==> config.mk <==
export PLATFORM = sky130hd
export DESIGN_NAME = mem_stage
export DESIGN_NICKNAME = d
export VERILOG_FILES = /design/src/rtl/mips_pkg.sv /design/src/rtl/mem_load_align.sv /design/src/rtl/mem_stage.sv
export SDC_FILE = /design/constraint.sdc
export NUM_CORES = 1
export LEC_CHECK = 0
export ABC_CLOCK_PERIOD_IN_PS = 2140
export CORE_ASPECT_RATIO = 2
export CORE_MARGIN = 2
export CORE_UTILIZATION = 44
export DETAILED_ROUTE_END_ITERATION = 7
export GPL_TIMING_DRIVEN = 0
export PLACE_DENSITY = 0.83
export SLEW_MARGIN = 5
export SYNTH_ARGS = -nofsm -noshare
export SYNTH_HDL_FRONTEND = slang
export SYNTH_SLANG_ARGS = --single-unit
==> constraint.sdc <==
create_clock -name Clk -period 2.14 [get_ports Clk]
set_input_delay 0.214 -clock Clk [delete_from_list [all_inputs] [get_ports Clk]]
set_output_delay 0.214 -clock Clk [all_outputs]
set_load 0.05 [all_outputs]
==> src/rtl/mips_pkg.sv <==
// Shared definitions for the MIPS pipeline: MEM-stage control bundle, FSM
// states, reset constants and the big-endian byte-lane helpers.
package mips_pkg;

    localparam int WORD_W = 32;
    localparam int LANES  = WORD_W / 8;

    typedef enum logic {
        ST_IDLE   = 1'b0,
        ST_ACCESS = 1'b1
    } mem_state_e;

    typedef struct packed {
        logic reg_write;
        logic mem_to_reg;
        logic mem_read;
        logic mem_write;
        logic is_byte;
        logic is_unsigned;
    } mem_ctrl_t;

    localparam mem_ctrl_t         CTRL_RST = '0;
    localparam logic [WORD_W-1:0] WORD_RST = '0;
    localparam logic [4:0]        REG_RST  = '0;

    // Big-endian lanes: address offset 0 is the most significant byte.
    function automatic logic [7:0] lane_select(input logic [WORD_W-1:0] word,
                                               input logic [1:0]        lane);
        logic [7:0] b;
        case (lane)
            2'd0:    b = word[31:24];
            2'd1:    b = word[23:16];
            2'd2:    b = word[15:8];
            default: b = word[7:0];
        endcase
        return b;
    endfunction

    function automatic logic [LANES-1:0] byte_enable(input logic       is_byte,
                                                     input logic [1:0] lane);
        logic [LANES-1:0] be;
        if (is_byte) be = 4'b1000 >> lane;
        else         be = 4'b1111;
        return be;
    endfunction

endpackage

==> src/rtl/mem_load_align.sv <==
// Load data alignment: picks the addressed byte lane of the returned word
// and sign- or zero-extends it; word loads pass through untouched.
module mem_load_align
    import mips_pkg::*;
(
    input  logic [WORD_W-1:0] rdata_i,
    input  logic [1:0]        lane_i,
    input  logic              is_byte_i,
    input  logic              is_unsigned_i,
    output logic [WORD_W-1:0] data_o
);

    logic [7:0] byte_sel;

    always_comb begin
        byte_sel = lane_select(rdata_i, lane_i);
        if (!is_byte_i)         data_o = rdata_i;
        else if (is_unsigned_i) data_o = {24'b0, byte_sel};
        else                    data_o = {{24{byte_sel[7]}}, byte_sel};
    end

endmodule

==> src/rtl/mem_stage.sv <==
// MEM stage of the five-stage MIPS pipeline: EXE/MEM register, data-memory
// access FSM over a req/ack handshake, and the MEM/WB register.
module mem_stage
    import mips_pkg::*;
#(
    parameter int ADDR_W = 32,
    parameter int DATA_W = 32
) (
    input  logic                Clk,
    input  logic                Rst,
    input  logic [ADDR_W-1:0]   OUT_ALU32,
    input  logic [DATA_W-1:0]   Store_data_EXE,
    input  logic [4:0]          RegWr_EXE,
    input  logic                RegWrite_EXE,
    input  logic                MemtoReg_EXE,
    input  logic                MemRead_EXE,
    input  logic                MemWrite_EXE,
    input  logic                Byte_EXE,
    input  logic                Unsigned_EXE,
    output logic [ADDR_W-1:0]   Adrs_MEM,
    output logic [4:0]          RegWr_MEM,
    output logic                RegWrite_EXE_MEM,
    output logic [DATA_W-1:0]   WB_data,
    output logic [4:0]          RegWr_WB,
    output logic                RegWrite_MEM_WB,
    output logic                Mem_stall,
    output logic                Addr_err,
    output logic                dmem_req,
    output logic                dmem_we,
    output logic [ADDR_W-1:0]   dmem_addr,
    output logic [DATA_W/8-1:0] dmem_be,
    output logic [DATA_W-1:0]   dmem_wdata,
    input  logic [DATA_W-1:0]   dmem_rdata,
    input  logic                dmem_ack,
    output mem_state_e          dbg_state_o
);

    mem_state_e        state_q, state_d;
    logic [ADDR_W-1:0] em_addr_q, em_addr_d;
    logic [DATA_W-1:0] em_sdata_q, em_sdata_d;
    logic [4:0]        em_rd_q, em_rd_d;
    mem_ctrl_t         em_ctrl_q, em_ctrl_d;
    logic [DATA_W-1:0] wb_data_q, wb_data_d;
    logic [4:0]        wb_rd_q, wb_rd_d;
    logic              wb_we_q, wb_we_d;

    logic              exe_access;
    logic              misaligned;
    logic              in_access;
    logic [DATA_W-1:0] load_data;

    // Handshake: dmem_req stays high with addr/be/we/wdata held from the
    // EXE/MEM register until the cycle dmem_ack=1 (may be the first req
    // cycle); that cycle completes the access. Ack without req is ignored.
    assign exe_access = (MemRead_EXE | MemWrite_EXE) &
                        (Byte_EXE | (OUT_ALU32[1:0] == 2'b00));
    assign misaligned = (em_ctrl_q.mem_read | em_ctrl_q.mem_write) &
                        ~em_ctrl_q.is_byte & (em_addr_q[1:0] != 2'b00);
    assign in_access  = (state_q == ST_ACCESS);
    assign Mem_stall  = in_access & ~dmem_ack;

    mem_load_align u_load_align (
        .rdata_i       (dmem_rdata),
        .lane_i        (em_addr_q[1:0]),
        .is_byte_i     (em_ctrl_q.is_byte),
        .is_unsigned_i (em_ctrl_q.is_unsigned),
        .data_o        (load_data)
    );

    always_comb begin
        state_d = state_q;
        case (state_q)
            ST_IDLE:   state_d = exe_access ? ST_ACCESS : ST_IDLE;
            ST_ACCESS: if (dmem_ack) state_d = exe_access ? ST_ACCESS : ST_IDLE;
            default:   state_d = ST_IDLE;
        endcase
    end

    always_comb begin
        em_addr_d  = em_addr_q;
        em_sdata_d = em_sdata_q;
        em_rd_d    = em_rd_q;
        em_ctrl_d  = em_ctrl_q;
        wb_data_d  = WORD_RST;
        wb_rd_d    = REG_RST;
        wb_we_d    = 1'b0;
        if (!Mem_stall) begin
            em_addr_d  = OUT_ALU32;
            em_sdata_d = Store_data_EXE;
            em_rd_d    = RegWr_EXE;
            em_ctrl_d  = '{reg_write:   RegWrite_EXE,
                           mem_to_reg:  MemtoReg_EXE,
                           mem_read:    MemRead_EXE,
                           mem_write:   MemWrite_EXE,
                           is_byte:     Byte_EXE,
                           is_unsigned: Unsigned_EXE};
            // A stalled cycle leaves the bubble defaults in MEM/WB.
            wb_data_d  = em_ctrl_q.mem_to_reg ? load_data : em_addr_q;
            wb_rd_d    = em_rd_q;
            wb_we_d    = em_ctrl_q.reg_write & ~misaligned;
        end
    end

    always_ff @(posedge Clk) begin
        if (Rst) begin
            state_q    <= ST_IDLE;
            em_addr_q  <= WORD_RST;
            em_sdata_q <= WORD_RST;
            em_rd_q    <= REG_RST;
            em_ctrl_q  <= CTRL_RST;
            wb_data_q  <= WORD_RST;
            wb_rd_q    <= REG_RST;
            wb_we_q    <= 1'b0;
        end else begin
            state_q    <= state_d;
            em_addr_q  <= em_addr_d;
            em_sdata_q <= em_sdata_d;
            em_rd_q    <= em_rd_d;
            em_ctrl_q  <= em_ctrl_d;
            wb_data_q  <= wb_data_d;
            wb_rd_q    <= wb_rd_d;
            wb_we_q    <= wb_we_d;
        end
    end

    assign dmem_req   = in_access;
    assign dmem_we    = in_access & em_ctrl_q.mem_write;
    assign dmem_addr  = in_access ? {em_addr_q[ADDR_W-1:2], 2'b00} : '0;
    assign dmem_be    = in_access ? byte_enable(em_ctrl_q.is_byte, em_addr_q[1:0]) : '0;
    assign dmem_wdata = !in_access        ? '0 :
                        em_ctrl_q.is_byte ? {4{em_sdata_q[7:0]}} : em_sdata_q;

    assign Addr_err         = misaligned;
    assign Adrs_MEM         = em_addr_q;
    assign RegWr_MEM        = em_rd_q;
    assign RegWrite_EXE_MEM = em_ctrl_q.reg_write & ~misaligned;
    assign WB_data          = wb_data_q;
    assign RegWr_WB         = wb_rd_q;
    assign RegWrite_MEM_WB  = wb_we_q;
    assign dbg_state_o      = state_q;

endmodule

==> out/metrics.yaml, run 1 <==
status: "finished clean"
skew_ns: 0.008289
post-route-period-util_pct: 97.86
seq_area_frac_synth_pct: 44.03
antenna_found_initial: 0
ys_top_cells_by_area: "dfxtp_1 (44%), nand2_1 (12%), a21oi_1 (8.1%), nand2b_1 (7.0%), and2_1 (5.6%)"
synth-compound-area-share_pct: 22.69
nets: 1026
io_pins: 259
grt_pass1_wl_um: 31080
drcViolationCount: 0
holdWs_ns: 0.3264
crit_fanout: 10
drtIter0Drc: 298
max-cap-violations: 0
cp-end-kind: "output port"
grt_max_degree: 17
top_layer: "met4"
initial_core_util_pct: 44.57
clock.fmax_mhz: 477.5
wl_met2_um: 11410
timing.rr.start: "Adrs_MEM[0]"
finalHoldViolations: 0
crit_end: "dmem_wdata[3]"
ys_types: 35
placed_cells: 1042
die_area_mm2: 0.01272
wl_met1_um: 6669
synth-simple-area-share_pct: 25.73
synth_top_family_by_area: "simple AND/OR/NAND/NOR gates"
cts_tree: "done"
layout-drive-gt1-share_pct: 16.79
r2r_cells: 5
gr-usage-all-layers_pct: 32.91
port_buffers: 255
vias: 5817
placementRows: 56
drt.antenna.violating_nets: 0
ys_warn_count: 0
gp_congestion: 0.8884
wl_per_cell_um: 19.48
wl_met3_um: 1529
synthMuxAreaShare_pct: 1.786
synth_largest_area_cell: "dfxtp_1"
synth_area_mm2: 0.005184
max-vdd-ir-drop_uv: 577.2
startpoint: "dbg_state_o"
clockBufferDepth: 2
layout.cells.non_filler: 1074
overflow: 0
cts_made_buffers: 17
final_cell_mix: "clkdlybuf4s50_1 (185), nand2_1 (162), dfxtp_1 (112), a21oi_1 (84), nand2b_1 (58)"
core_area_mm2: 0.01163
startpoint_type: "register"
die_width_um: 80.75
power_density_mw_per_mm2: 828.9
slew_viol_final: 0
areaGrowthSynthToFinish_pct: 63.24
synth_xor_area_share_pct: 0
worst_pin_slew_ns: 0.6519
cts_setup_buffers: 0
dr.pass1.iters: 5
wl_um: 20920
rrSetupSlack_ns: 0.49
synthCells: 641
p_leak_nw: 3.433
synth_seq_cells: 114
crit_required_ns: 1.93
ctsRootBufferMaster: "clkbuf_16"
clk_latency_ns: 0.41
clock_sinks: 114
antenna_cells: 0
setup_viol: 0
synth_adder_area_share_pct: 0
nFillCells: 930
clkSlewWorstSetupHoldPaths_ns: 0.05
hold_class: "input pin to register"
synth_top_area_share_pct: 44.03
r2r_end: "WB_data[11]"
slew_headroom_pct: 56.54
cts_max_level: 4
path_class: "register to output port"
avgSynthCellArea_um2: 8.087
tns_ns: 0
grt_setup_unrepaired: "true"
arrival_ns: 1.88
post-dp-hpwl_um: 16080
viasPerCell: 5.416
grt_pass1_vias: 5948
final_common_cell: "clkdlybuf4s50_1"
die_h_um: 157.5
fin_crit_ns: 2.094
==> metrics by stage <==
stage                     area (um^2)  util [%]  total power, mW  setup WS [ns]
after floorplan                  5190         -            3.355        -0.2151
after global placement           7924     68.13            4.018        -0.4340
after detailed placement         7924     68.13            4.040        -0.4381
after CTS                        8513     73.19            7.006       0.002236
after global routing             8462     72.75            7.198      -0.001337
final                            8462     72.75            7.014        0.04586
==> per-layer routing <==
metal	track usage, %	vias up
li1	-	2682
met1	30.67	2703
met2	60.63	346
met3	8.830	86
met4	21.55	0
met5	0	-
==> layout make-up <==
class                      count  area (um^2)  share of cell area, %
sequential                   114         2285                  27.00
timing repair buffer         255         2425                  28.66
tap                          145        181.4                  2.144
inverter                       1        3.754                0.04436
multi-input combinational    468         2624                  31.01
clock inverter                10        155.1                  1.834
buffer                        59        314.1                  3.711
clock buffer                  22        474.2                  5.604
==> worst max-delay path, stage by stage (launching register included) <==
cell,delay (ns)
dfxtp_2,0.42
buf_2,0.26
clkbuf_2,0.25
and2_1,0.16
clkdlybuf4s15_2,0.37
==> power by group <==
part | internal (mW) | switching (mW) | total (mW) | leakage, nW
logic | 0.604 | 1.01 | 1.62 | 2.18
clock network | 2.03 | 0.988 | 3.02 | 0.306
registers | 2.27 | 0.110 | 2.38 | 0.945
total | 4.91 | 2.11 | 7.01 | 3.43
==> synthesized netlist by cell type, drive strengths merged <==
cell and n:
a21boi 32, mux2 2, nand2b 58, a2bb2oi 1, nand2 162, conb 1, buf 29, nand3 1
o22ai 2, and2 46, dfxtp 114, a21oi 84, nor2 3, a31oi 24, mux2i 7, nor2b 4
inv 1, o221ai 5, or3b 1, nand3b 2, clkbuf 30, a21o 1, o211ai 1, o21ai 26
o2111ai 2, and2b 1, a221oi 1
==> how the worst min path moves through the flow <==
stage	start	end	slack, ns	cells after the start
after detailed placement	em_sdata_q[18]	em_sdata_q[18]	0.44	2
after global routing	RegWr_EXE[4]	RegWr_MEM[4]	0.36	3
after global placement	em_ctrl_q[5]	em_ctrl_q[5]	0.44	2
after floorplan	OUT_ALU32[0]	Adrs_MEM[0]	0.35	2
final	Rst	WB_data[31]	0.33	4
after CTS	Rst	WB_data[31]	0.33	4
==> logic make-up (layout without fill, tap and decap cells) <==
family                 count (synthesis)  count (layout)
AND/OR/NAND/NOR                      278             278
AO/OA/AOI/OAI                        179             179
flip-flops                           114             114
buffers and inverters                 60             347
multiplexers                           9               9
other                                  1               2
==> registers in the layout (all words and copies together), names as in the netlist <==
register and cells:
Adrs_MEM 32, RegWr_MEM 5, RegWr_WB 5, RegWrite_MEM_WB 1, WB_data 32, dbg_state_o 1
em_ctrl_q 6, em_sdata_q 32
==> what timing repair did <==
action | in CTS | in global routing
gates cloned | 0 | 0
setup endpoints to repair | 70 | 56
gates resized for setup | 253 | 47
hold buffers | 0 | 0
Note: power is estimated with default switching activity, not from simulation.
==> inputs of run 2 (changes only) <==
- CORE_ASPECT_RATIO: 2 -> default
- TNS_END_PERCENT: default -> 1
==> out/metrics.yaml, run 2 (synthesized netlist as in run 1, its figures left out) <==
wl_per_cell_um: 17.97
final_common_cell: "clkdlybuf4s50_1"
ctsHoldBuffers: 0
path_delay_family: "buffers and inverters"
max-cap-violations: 0
power_frac_seq_pct: 32.1
drt.antenna.violating_nets: 0
io_pins: 259
final_cell_mix: "clkdlybuf4s50_1 (185), nand2_1 (162), dfxtp_1 (112), a21oi_1 (84), nand2b_1 (58)"
hold_class: "input pin to register"
cp-end-kind: "output port"
worstPathCellList: "clkbuf_4 > clkbuf_2 > and2_1 > clkdlybuf4s18_2"
clk_latency_ns: 0.42
drtIter0Drc: 403
crit_fanout: 10
place_area_mm2: 0.007921
port_buffers: 255
setup_viol: 0
wl_um: 19270
cts_tree: "done"
power_mw: 7.366
drcViolationCount: 0
clockBufferDepth: 2
switching_share_pct: 28.26
finalHoldViolations: 0
antenna_cells: 0
skew_ns: 0.007523
power_density_mw_per_mm2: 872.9
initial_core_util_pct: 45.20
startpoint_type: "register"
cts_max_level: 4
die_width_um: 112.5
crit_path_max_incr_delay_ns: 0.42
use_met3_pct: 7.451
clock_sinks: 114
status: "finished clean"
clkSlewWorstSetupHoldPaths_ns: 0.06
top_usage_layer: "met2"
vias: 5592
grtUsageMet1_pct: 33.93
layout.cells.non_filler: 1072
cts_made_buffers: 17
cp_num_buf_inv: 3
antenna_found_initial: 0
gp_congestion: 0.9012
grt_pass1_wl_um: 29260
layout-drive-gt1-share_pct: 17.44
holdWs_ns: 0.3450
fin_crit_ns: 2.073
p_leak_nw: 3.466
clkPwrFrac_pct: 46.3
path_class: "register to output port"
crit_required_ns: 1.93
clock.fmax_mhz: 482.5
slew_headroom_pct: 59.20
gr-usage-all-layers_pct: 29.63
post-route-period-util_pct: 96.85
grt_max_degree: 17
power.internal_mw: 5.284
die_area_mm2: 0.01267
dr.pass1.iters: 5
worst_pin_slew_ns: 0.6120
arrival_ns: 1.86
slew_viol_final: 0
p_comb_share_pct: 21.6
ctsRootBufferMaster: "clkbuf_16"
p_switching_mw: 2.082
grt_pass1_vias: 5498
utilization_pct: 73.58
worst_path_max_delay_cell: "dfxtp_2"
die_h_um: 112.5
cts_setup_buffers: 0
fin_area_mm2: 0.008438
placed_cells: 1040
grt_use_met2_pct: 53.21
placementRows: 39
viasPerCell: 5.216
nets: 1026
max-vdd-ir-drop_uv: 569.9
overflow: 0
areaGrowthSynthToFinish_pct: 62.78
post-dp-hpwl_um: 14550
core_area_mm2: 0.01147
-- run 2: changes by cell type in the layout (fill, tap and decap cells not counted), sizes merged --
| cell | change |
|---|---|
| clkdlybuf4s15 | -12 |
| bufinv | +3 |
| buf | +13 |
| clkbuf | +2 |
| dlygate4sd2 | -5 |
| clkinv | -1 |
| clkinvlp | -2 |
| clkdlybuf4s18 | +2 |
-- run 2: power groups by stage --
stage,registers (mW),logic (mW),clock network (mW)
6_report,2.37,1.59,3.41
2_1_floorplan,2.71,0.638,0
3_3_place_gp,2.40,1.60,0
5_1_grt,2.38,1.67,3.53
4_1_cts,2.36,1.60,3.43
3_5_place_dp,2.41,1.61,0
-- run 2: area by class of cell --
| cell class | instances | area, um^2 |
|---|---|---|
| buffer | 59 | 312.8 |
| clock buffer | 22 | 484.2 |
| clock inverter | 10 | 225.2 |
| fill | 868 | 3029 |
| inverter | 1 | 3.754 |
| multi-input combinational | 468 | 2613 |
| sequential | 114 | 2285 |
| tap | 143 | 178.9 |
| timing repair buffer | 255 | 2336 |
-- run 2: worst paths after layout --
path | start | end | slack [ns] | cells after the start
max | dbg_state_o | dmem_addr[29] | 0.07 | 4
min | Rst | WB_data[31] | 0.35 | 4
max reg2reg | Adrs_MEM[0] | WB_data[26] | 0.47 | 5
min reg2reg | em_sdata_q[26] | em_sdata_q[26] | 0.45 | 2
-- run 2: worst register-to-register path: cells and delay by family (launching register included) --
family	cells	cell delay [ns]
AO/OA/AOI/OAI	2	0.42
buffers and inverters	1	0.22
flip-flops	1	0.44
multiplexers	1	0.35
AND/OR/NAND/NOR	1	0.09
-- run 2: per-layer routing --
layer  up-vias  wire length [um]
li1       2680                 -
met1      2604              7654
met2       272              9844
met3        36              1340
met4         0               427
met5         -                 0
-- run 2: what timing repair did --
item | CTS | global route
setup endpoints to repair | 70 | 57
pin swaps | 0 | 0
gates resized for setup | 263 | 75
-- run 2: per-stage QoR --
| stage | TNS (ns) | worst slack (ns) |
|---|---|---|
| global placement | -16.52 | -0.4719 |
| finish | 0 | 0.06740 |
| floorplan | -3.245 | -0.2579 |
| CTS | -0.02937 | -0.02937 |
| global route | -0.002540 | -0.001544 |
| detailed placement | -15.88 | -0.4268 |
